File: src/rtl/alu_issue_arbiter.sv
// Shares one ALU between the main pipeline (req0) and the address/PC unit (req1).
// Define ALU_ARB_RR_EN for round-robin arbitration; otherwise req0 has fixed priority.
module alu_issue_arbiter #(
    parameter int          DW       = 16,
    parameter logic [2:0]  FLAG_RST = 3'b000
) (
    input  logic          clk,
    input  logic          rst_n,
    input  logic          req0_valid,
    output logic          req0_ready,
    input  logic [DW-1:0] req0_a,
    input  logic [DW-1:0] req0_b,
    input  logic [3:0]    req0_op,
    input  logic          req1_valid,
    output logic          req1_ready,
    input  logic [DW-1:0] req1_a,
    input  logic [DW-1:0] req1_b,
    input  logic [3:0]    req1_op,
    output logic [DW-1:0] alu_a,
    output logic [DW-1:0] alu_b,
    output logic [3:0]    alu_opcode,
    input  logic [DW-1:0] alu_out,
    input  logic [2:0]    alu_flags,
    output logic          rsp_valid,
    input  logic          rsp_ready,
    output logic          rsp_id,
    output logic [DW-1:0] rsp_data,
    output logic [2:0]    flags_q,
    output logic          halted
);

    typedef enum logic [1:0] {IDLE, FULL, HALT} state_t;

    state_t        r_state;
    logic          r_valid;
    logic          r_id;
    logic [DW-1:0] r_data;
    logic [2:0]    r_flags;
    logic          r_halted;

    logic w_free;
    logic w_pick1;
    logic w_gnt0;
    logic w_gnt1;
    logic w_acc;
    logic w_hlt;
    logic w_wr_nvz;
    logic w_wr_z;

    // rsp_ready feeds straight into the request readies (one combinational level)
    assign w_free = rst_n &&
                    (r_state == IDLE ||
                     (r_state == FULL && rsp_ready));

`ifdef ALU_ARB_RR_EN
    logic r_last;

    assign w_pick1 = req1_valid && (!req0_valid || !r_last);

    always_ff @(posedge clk or negedge rst_n) begin
        if (!rst_n) begin
            r_last <= 1'b1;
        end else if (w_acc) begin
            r_last <= w_gnt1;
        end
    end
`else
    assign w_pick1 = req1_valid && !req0_valid;
`endif

    assign w_gnt1 = w_free && w_pick1;
    assign w_gnt0 = w_free && req0_valid && !w_pick1;
    assign w_acc  = w_gnt0 || w_gnt1;
    assign w_hlt  = w_gnt0 && (req0_op == 4'hF);

    assign req0_ready = w_gnt0;
    assign req1_ready = w_gnt1;

    // Idle mux parks on req0 so the ALU inputs do not toggle between sources
    assign alu_a      = w_gnt1 ? req1_a  : req0_a;
    assign alu_b      = w_gnt1 ? req1_b  : req0_b;
    assign alu_opcode = w_gnt1 ? req1_op : req0_op;

    always_comb begin
        w_wr_nvz = 1'b0;
        w_wr_z   = 1'b0;
        unique case (req0_op)
            4'h0, 4'h1:             w_wr_nvz = 1'b1;
            4'h2, 4'h4, 4'h5, 4'h6: w_wr_z   = 1'b1;
            default: ;
        endcase
    end

    always_ff @(posedge clk or negedge rst_n) begin
        if (!rst_n) begin
            r_state  <= IDLE;
            r_valid  <= 1'b0;
            r_id     <= 1'b0;
            r_data   <= '0;
            r_halted <= 1'b0;
        end else if (w_hlt) begin
            r_state  <= HALT;
            r_valid  <= 1'b0;
            r_halted <= 1'b1;
        end else if (w_acc) begin
            r_state <= FULL;
            r_valid <= 1'b1;
            r_id    <= w_gnt1;
            r_data  <= alu_out;
        end else if (r_state == FULL && rsp_ready) begin
            r_state <= IDLE;
            r_valid <= 1'b0;
        end
    end

    always_ff @(posedge clk or negedge rst_n) begin
        if (!rst_n) begin
            r_flags <= FLAG_RST;
        end else if (w_gnt0 && w_wr_nvz) begin
            r_flags <= alu_flags;
        end else if (w_gnt0 && w_wr_z) begin
            r_flags[0] <= alu_flags[0];
        end
    end

    assign rsp_valid = r_valid;
    assign rsp_id    = r_id;
    assign rsp_data  = r_data;
    assign flags_q   = r_flags;
    assign halted    = r_halted;

endmodule
File: config.mk
export PLATFORM = sky130hd
export DESIGN_NAME = alu_issue_arbiter
export DESIGN_NICKNAME = d
export VERILOG_FILES = /design/src/rtl/alu_issue_arbiter.sv
export SDC_FILE = /design/constraint.sdc
export NUM_CORES = 1
export LEC_CHECK = 0
export ABC_AREA = 1
export BUFFER_PORTS_ARGS = -buffer_cell sky130_fd_sc_hd__buf_4
export CAP_MARGIN = 30
export CORE_MARGIN = 4
export CORE_UTILIZATION = 25
export DETAILED_ROUTE_END_ITERATION = 8
export PLACE_DENSITY = 0.64
export SYNTH_ARGS = -nofsm -noshare
export SYNTH_HDL_FRONTEND = slang
export SYNTH_SLANG_ARGS = --single-unit
File: constraint.sdc
create_clock -name clk -period 2.9 [get_ports clk]
set_input_delay 0.29 -clock clk [delete_from_list [all_inputs] [get_ports clk]]
set_output_delay 0.29 -clock clk [all_outputs]
set_load 0.1 [all_outputs]
# ---- Yosys cells after proc, flatten, opt, wreduce, memory -nomap -nowiden
# Index checks and enable logic that the tools add are counted.
dict set report word_totals {
  ff_bits 24
  latchBits 0
  ramBits 0
  rom_bits 0
  in_bits 96
  out_inout_bits 60
  elab_cells 48
  n_memories 0
}
dict set report classes {
  n_addsub 0
  n_mul 0
  div_mod_pow 0
  n_lt_le_gt_ge 0
  eq_ne 7
  shifts 0
  mux 13
  bitwise 1
  reduce_logical 20
}
# operator n
set op_table {}
lappend op_table {{2-to-1 mux 16 bit} 2}
lappend op_table {{== test 4 x 3 -> 1 bit, second input constant} 3}
lappend op_table {{logical AND 1 bit} 9}
lappend op_table {{2-to-1 mux 1 bit} 7}
lappend op_table {{2-to-1 mux 2 bit} 3}
lappend op_table {{== test 4 x 1 -> 1 bit, second input constant} 1}
lappend op_table {{== test 4 x 2 -> 1 bit, second input constant} 1}
lappend op_table {{== test 4 bit, second input constant} 1}
lappend op_table {{zero test 4 bit} 1}
lappend op_table {{2-to-1 mux 4 bit} 1}
lappend op_table {{OR reduction 4 bit} 1}
lappend op_table {{nonzero test 3 bit} 1}
lappend op_table {{== test 2 x 1 -> 1 bit, second input constant} 1}
lappend op_table {{zero test 1 bit} 2}
lappend op_table {{zero test 2 bit} 1}
lappend op_table {{logical OR 1 bit} 2}
lappend op_table {{AND reduction 2 bit} 1}
lappend op_table {{nonzero test 2 bit} 1}
lappend op_table {{OR reduction 2 bit} 1}
lappend op_table {{inverter 1 bit} 1}

# ---- Longest topological paths before layout
# Gate-level depths: netlist of the first run.
dict set report depth {
  depth_word 9
  ltp_mapped 8
  ltp_nobuf 7
}

# ---- Least setup slack after synthesis of the first run
# No wires, ideal clock.
dict set report synth_path {
  path_kind {flip-flop to output port}
  startpoint {reg r_state[0]}
  endpoint {out alu_opcode[1]}
  t_arrival_ps 2855
  required_time_ps 2610
  setup_slack_ps -245
  path_stages_with_launch 8
  path_buffers 1
  path_cell_list {dfrtp_1 > inv_1 > nor2_1 > nor2_4 > nand2_4 > inv_2 > buf_6 > o21ai_1}
}
dict set report synth_via {
  elab_chain_cells 6
  elab_cells_between_ends 7
  cone_classes {eq/ne (1); mux (1); reduce/logical (5)}
}
# item line_no
set synth_rtl {}
lappend synth_rtl {{start, declared} 34} ;# state_t r_state;
lappend synth_rtl {{start signal, assigned} 96} ;# r_state <= IDLE;
lappend synth_rtl {{start signal, assigned} 102} ;# r_state <= HALT;
lappend synth_rtl {{start signal, assigned} 106} ;# r_state <= FULL;
lappend synth_rtl {{== test 2 x 1 -> 1 bit} 53} ;# (r_state == FULL && rsp_ready));
lappend synth_rtl {{logical AND 1 bit} 53}
lappend synth_rtl {{logical OR 1 bit (*)} 52} ;# (r_state == IDLE ||
lappend synth_rtl {{logical AND 1 bit (*)} 51} ;# assign w_free = rst_n &&
lappend synth_rtl {{logical AND 1 bit (*)} 71} ;# assign w_gnt1 = w_free && w_pick1;
lappend synth_rtl {{2-to-1 mux 4 bit (*)} 82} ;# assign alu_opcode = w_gnt1 ? req1_op : req0_op;
lappend synth_rtl {{end, declared} 21} ;# output logic [3:0] alu_opcode,
# Mark *: on every way between the ends. The rest lies on a longest branch, timed or not.

# ---- Final worst setup path of the first run
dict set report layout_path {
  startpoint {reg r_state[1]}
  endpoint {out alu_opcode[1]}
}
# Same word-level chain as after synthesis.

==> results.yml, run 1 <==
sta:
  final_period_minus_worst_setup_slack_ns: 2.32
  period_share_pct: 79.9
  hold_ws_ns: 0.00363
  drv_slew: 0
  rsz0062_at_grt: "false"
  worst_pin_slew_ns: 0.620
  slew_headroom_pct: 58.6
  skew_ns: 0.00646
  finalSetupViolCount: 0
  setup_slack_ns: 0.584
  fmax_mhz: 432
  hold_viol: 0
route:
  wl_um: 6450
  num_vias: 2074
  wl_per_cell_um: 13.9
  drc: 0
  via_per_inst: 4.47
  drtIter0Drc: 70
  ant_nets: 0
  drt_first_pass_iters: 4
cells_and_area:
  multiInputGateArea_um2: 816
  drive_above_1_share_pct: 43.7
  final_core_util_pct: 46.4
  n_antenna_cell: 0
  fillers: 626
  final_nets: 486
  final_area_mm2: 0.00276
  regArea_um2: 576
  synthToLayoutAreaGrowth_pct: 79.2
  final_cell_mix: "157 x buf_4, 136 x nand2_1, 34 x nand3_1"
  layout_commonest_cell: "buf_4"
clock_tree:
  clock-sinks: 23
  cts-root-buf: "clkbuf_8"
  cts_inserted_buffers: 3
  postCtsSetupBuffers: 0
  clk_latency_ns: 0.26
  cts_tree: "done"
  clk_pin_slew_ns: 0.09
  hold_buffers: 0
  cts_resized: 0
  ctsLongestPathBuffers: 2
  cts_max_level: 1
status:
  outcome: "finished, final reports clean"
synth:
  synth-compound-area-share_pct: 1.95
  synthSimpleGateAreaFrac_pct: 51.0
  syn_nets: 336
  synth_seq_cells: 23
  synth_area_mm2: 0.00154
  synth_top_family_by_area: "simple AND/OR/NAND/NOR gates"
  synth-xor-area-share_pct: 0
  yosysSeqAreaShare_pct: 37.3
  syn_inst: 240
  synthMuxAreaShare_pct: 0
  synth_cell_types: 19
  avgSynthCellArea_um2: 6.42
  yosysWarnings: 0
  synth_fa_ha_area_share_pct: 0
worst_setup_path:
  start_kind: "register"
  r2r_slack_ns: 1.39
  critical_path_cell_count: 8
  cp_top_family: "buffers and inverters"
  worstSetupPathType: "reg2out"
  r2r-end: "rsp_id"
  crit_path_end_kind: "output pin"
  cp.arrival_ns: 2.03
  r2r_cells: 6
  timing.rr.start: "r_state[0]"
  cp.required_ns: 2.61
  path_buf_inv: 3
  crit_fanout: 40
  critical_path.cell_chain: "clkinv_1, nand2_1, nor2_4, nand2_4, inv_2, nand2_1, o21ai_1, buf_4"
  slowest_delay_ns: 0.46
  slowest_stage: "inv_2"
  worst_path_most_repeated_cell: "nand2_1"
global_routing:
  grt-ovfl-total: 0
  grt_max_degree: 51
  antenna_found_initial: 0
  grt_use_met2_pct: 28.0
  grt-busiest-layer: "met2"
  grt_pass1_wl_um: 9420
  grt.total_usage_pct: 15.8
  use_met3_pct: 3.52
  grt_pass1_vias: 1841
  grt.met1_usage_pct: 19.7
die:
  core_mm2: 0.00596
  fp-row-count: 28
  die_h_um: 86.5
  die-area_mm2: 0.00749
  start_util_pct: 25.9
  pin_count: 156
  fp.dieW_um: 86.5
placement:
  place_hpwl_um: 5180
  routabilityCongestion: 0.864
  dp_worst_setup_slack_ns: 0.862
  dpl_cell_area_mm2: 0.00272
  numPortBuffers: 155
job:
  cap_viol_max_count: 0
pwr:
  leakage_uw: 0.00166
  pwr_density_cell_mw_per_mm2: 396
  ir_worst_vdd_mv: 0.242
worst_hold_path:
  min_path_type: "in2async"
-- per-stage QoR --
step / instances / TNS [ns] / total power (µW)
global placement: 460 / 0 / 900
floorplan: 240 / -0.736 / 711
finish: 464 / 0 / 1090
global route: 464 / 0 / 1130
CTS: 464 / 0 / 1100
detailed placement: 460 / 0 / 902
-- cell families after synthesis --
family,count (synthesis)
and+or+nand+nor,185
DFF,23
buffers and inverters,26
AOI/OAI and AO/OA,6
-- synthesized netlist by cell type --
library cell    n  area (µm²)
inv_1          12        45.0
buf_2           4        20.0
nand2_4         2        22.5
nor2_1          6        22.5
nand2_2         1        6.26
nand3_1        34         170
clkbuf_8        1        13.8
nand3_2         3        30.0
nand2_1       136         510
inv_2           1        3.75
o21ai_1         3        15.0
dfrtp_1        23         576
nor2_2          1        6.26
nor2_4          1        11.3
o21ai_0         3        15.0
clkinv_1        1        3.75
nand4_1         1        6.26
buf_6           3        33.8
buf_4           4        30.0
-- flip-flops by register name, summed over array words and instances (netlist names) --
signal and cells:
rsp_data 16, rsp_id 1, r_state 2, halted 1, flags_q 3
-- area by class of cell --
type / instances / share of cell area (%)
clock buffer: 3 / 1.49
multi-input combinational: 191 / 29.5
clock inverter: 1 / 0.181
inverter: 14 / 1.90
sequential: 23 / 20.8
timing repair buffer: 157 / 42.7
tap: 75 / 3.40
-- routing by layer --
layer	wire, µm	vias to the layer above
met1	2630	937
li1	-	1038
met4	64	0
met3	581	6
met5	0	-
met2	3180	93
-- how the worst max path moves through the flow --
stage	from	to	slack, ns
after floorplan	r_state[0]	alu_opcode[1]	-0.25
after global placement	r_state[0]	alu_a[12]	0.91
after detailed placement	r_state[1]	alu_opcode[1]	0.86
after CTS	r_state[1]	alu_opcode[1]	0.56
after global routing	r_state[1]	alu_opcode[3]	0.39
final	r_state[1]	alu_opcode[1]	0.58
-- power breakdown --
group          switching [µW]  leakage [µW]  internal (µW)
Clock                     105     0.0000255           95.9
Sequential               10.0      0.000290            337
Combinational             392       0.00135            154
Total                     507       0.00166            587
Power figures use the tool's default switching activity.
==> run 2: changes to the inputs <==
==> constraint.sdc (replaced) <==
create_clock -name clk -period 2.33 [get_ports clk]
set_input_delay 0.233 -clock clk [delete_from_list [all_inputs] [get_ports clk]]
set_output_delay 0.233 -clock clk [all_outputs]
set_load 0.1 [all_outputs]
==> results.yml, run 2 (same netlist as run 1, synthesis figures left out) <==
cells_and_area:
  final_nets: 490
  final_area_mm2: 0.00285
  layoutNonFillerInstCount: 468
  layout_commonest_cell: "buf_4"
  largest_register_ffs: 16
  drive_above_1_share_pct: 47.1
  fillers: 623
  n_antenna_cell: 0
  synthToLayoutAreaGrowth_pct: 84.8
  final_cell_mix: "157 x buf_4, 127 x nand2_1, 34 x nand3_1"
  regArea_um2: 577
  multiInputGateArea_um2: 850
pwr:
  leakage_uw: 0.00169
  pwr_density_cell_mw_per_mm2: 481
  power.total_uw: 1370
  ir_worst_vdd_mv: 0.297
sta:
  final_period_minus_worst_setup_slack_ns: 2.15
  slew_headroom_pct: 65.0
  hold_ws_ns: 0.163
  skew_ns: 0.00317
  finalSetupViolCount: 0
  worst_pin_slew_ns: 0.524
  fmax_mhz: 464
  period_share_pct: 92.5
  tns_ns: 0
  drv_slew: 0
  rsz0062_at_grt: "false"
  hold_viol: 0
global_routing:
  grt_max_degree: 41
  antenna_found_initial: 0
  grt-ovfl-total: 0
  grt_pass1_vias: 1905
  grt.total_usage_pct: 16.1
  grt_pass1_wl_um: 9630
die:
  start_util_pct: 25.9
  die-area_mm2: 0.00749
  die_h_um: 86.5
  pin_count: 156
  fp-row-count: 28
  fp.dieW_um: 86.5
  core_mm2: 0.00596
worst_setup_path:
  r2r_cells: 8
  cp.arrival_ns: 1.92
  cp.required_ns: 2.10
  cp-endpoint: "req0_ready"
  worstSetupPathType: "in2out"
  critPathLaunch: "rst_n"
  crit_fanout: 13
  crit_path_end_kind: "output pin"
  r2r-end: "rsp_data[5]"
  start_kind: "input port"
  timing.rr.start: "r_state[0]"
  r2r_slack_ns: 0.86
placement:
  numPortBuffers: 155
  dpl_cell_area_mm2: 0.00278
  dp_cells: 462
  routabilityCongestion: 0.792
  place_hpwl_um: 5040
route:
  ant_nets: 0
  via_per_inst: 4.34
  drtIter0Drc: 67
  drt_first_pass_iters: 4
  wl_um: 6280
  num_vias: 2033
  drc: 0
  wl_per_cell_um: 13.4
clock_tree:
  cts_tree: "done"
  cts-root-buf: "clkbuf_8"
  cts_inserted_buffers: 3
  ctsLongestPathBuffers: 2
  clk_pin_slew_ns: 0.08
  postCtsSetupBuffers: 0
  cts_max_level: 1
  clk_latency_ns: 0.27
  clock-sinks: 23
worst_hold_path:
  min_path_type: "in2reg"
status:
  outcome: "finished, final reports clean"
job:
  cap_viol_max_count: 0
-- run 2: changes by cell type in the layout (fill, tap and decap cells not counted) --
| cell | before | now |
|---|---|---|
| nand2_1 | 136 | 127 |
| nand2_2 | 1 | 10 |
| o21ai_1 | 3 | 0 |
| o21ai_2 | 0 | 3 |
| dlygate4sd3_1 | 0 | 2 |
| buf_12 | 0 | 1 |
| buf_6 | 0 | 1 |
| dfrtp_1 | 23 | 22 |
| dfrtp_2 | 0 | 1 |
-- run 2: layout make-up --
class | instances | share of cell area [%]
tap | 75 | 3.29
inverter | 14 | 1.84
sequential | 23 | 20.2
timing repair buffer | 161 | 43.2
multi-input combinational | 191 | 29.8
clock inverter | 1 | 0.176
clock buffer | 3 | 1.45
-- run 2: power breakdown --
| group | leakage [µW] | internal [µW] | switching, µW |
|---|---|---|---|
| sequential | 0.000289 | 419 | 11.5 |
| combinational | 0.00137 | 197 | 489 |
| clock | 0.0000255 | 120 | 134 |
-- run 2: through the flow --
stage               util [%]  worst slack (ns)
finish                  47.8             0.175
global route            47.8            0.0534
CTS                     47.8            0.0710
detailed placement      46.7             0.517
global placement        46.7             0.529
floorplan                  -            0.0539
-- run 2: worst min-delay path by stage --
stage,start,end,slack (ns),cells past startpoint
3_3_place_gp,rst_n,rsp_data[3],0.09,1
4_1_cts,alu_flags[2],flags_q[2],0.16,3
2_1_floorplan,rst_n,flags_q[0],-0.06,0
3_5_place_dp,rst_n,rsp_data[3],0.09,1
6_report,alu_flags[2],flags_q[2],0.16,3
5_1_grt,alu_flags[1],flags_q[1],0.17,3
-- run 2: what timing repair did --
item	4_1_cts	5_1_grt
endpoints found under the setup margin	0	2
gates resized for setup	0	1
hold endpoints to repair	11	0
hold buffers	2	0
-- run 2: layer usage --
| layer | routed length [µm] | global-route usage [%] |
|---|---|---|
| met1 | 2440 | 19.8 |
| met4 | 56 | 3.40 |
| met5 | 0 | 0 |
| met2 | 3200 | 28.7 |
| met3 | 579 | 3.80 |
-- run 2: critical path, stage by stage --
cell and delay, ns:
dlygate4sd3_1 0.53, buf_4 0.13, buf_4 0.21, inv_1 0.07
nor2_2 0.11, nand3_2 0.17, inv_1 0.15, buf_4 0.31
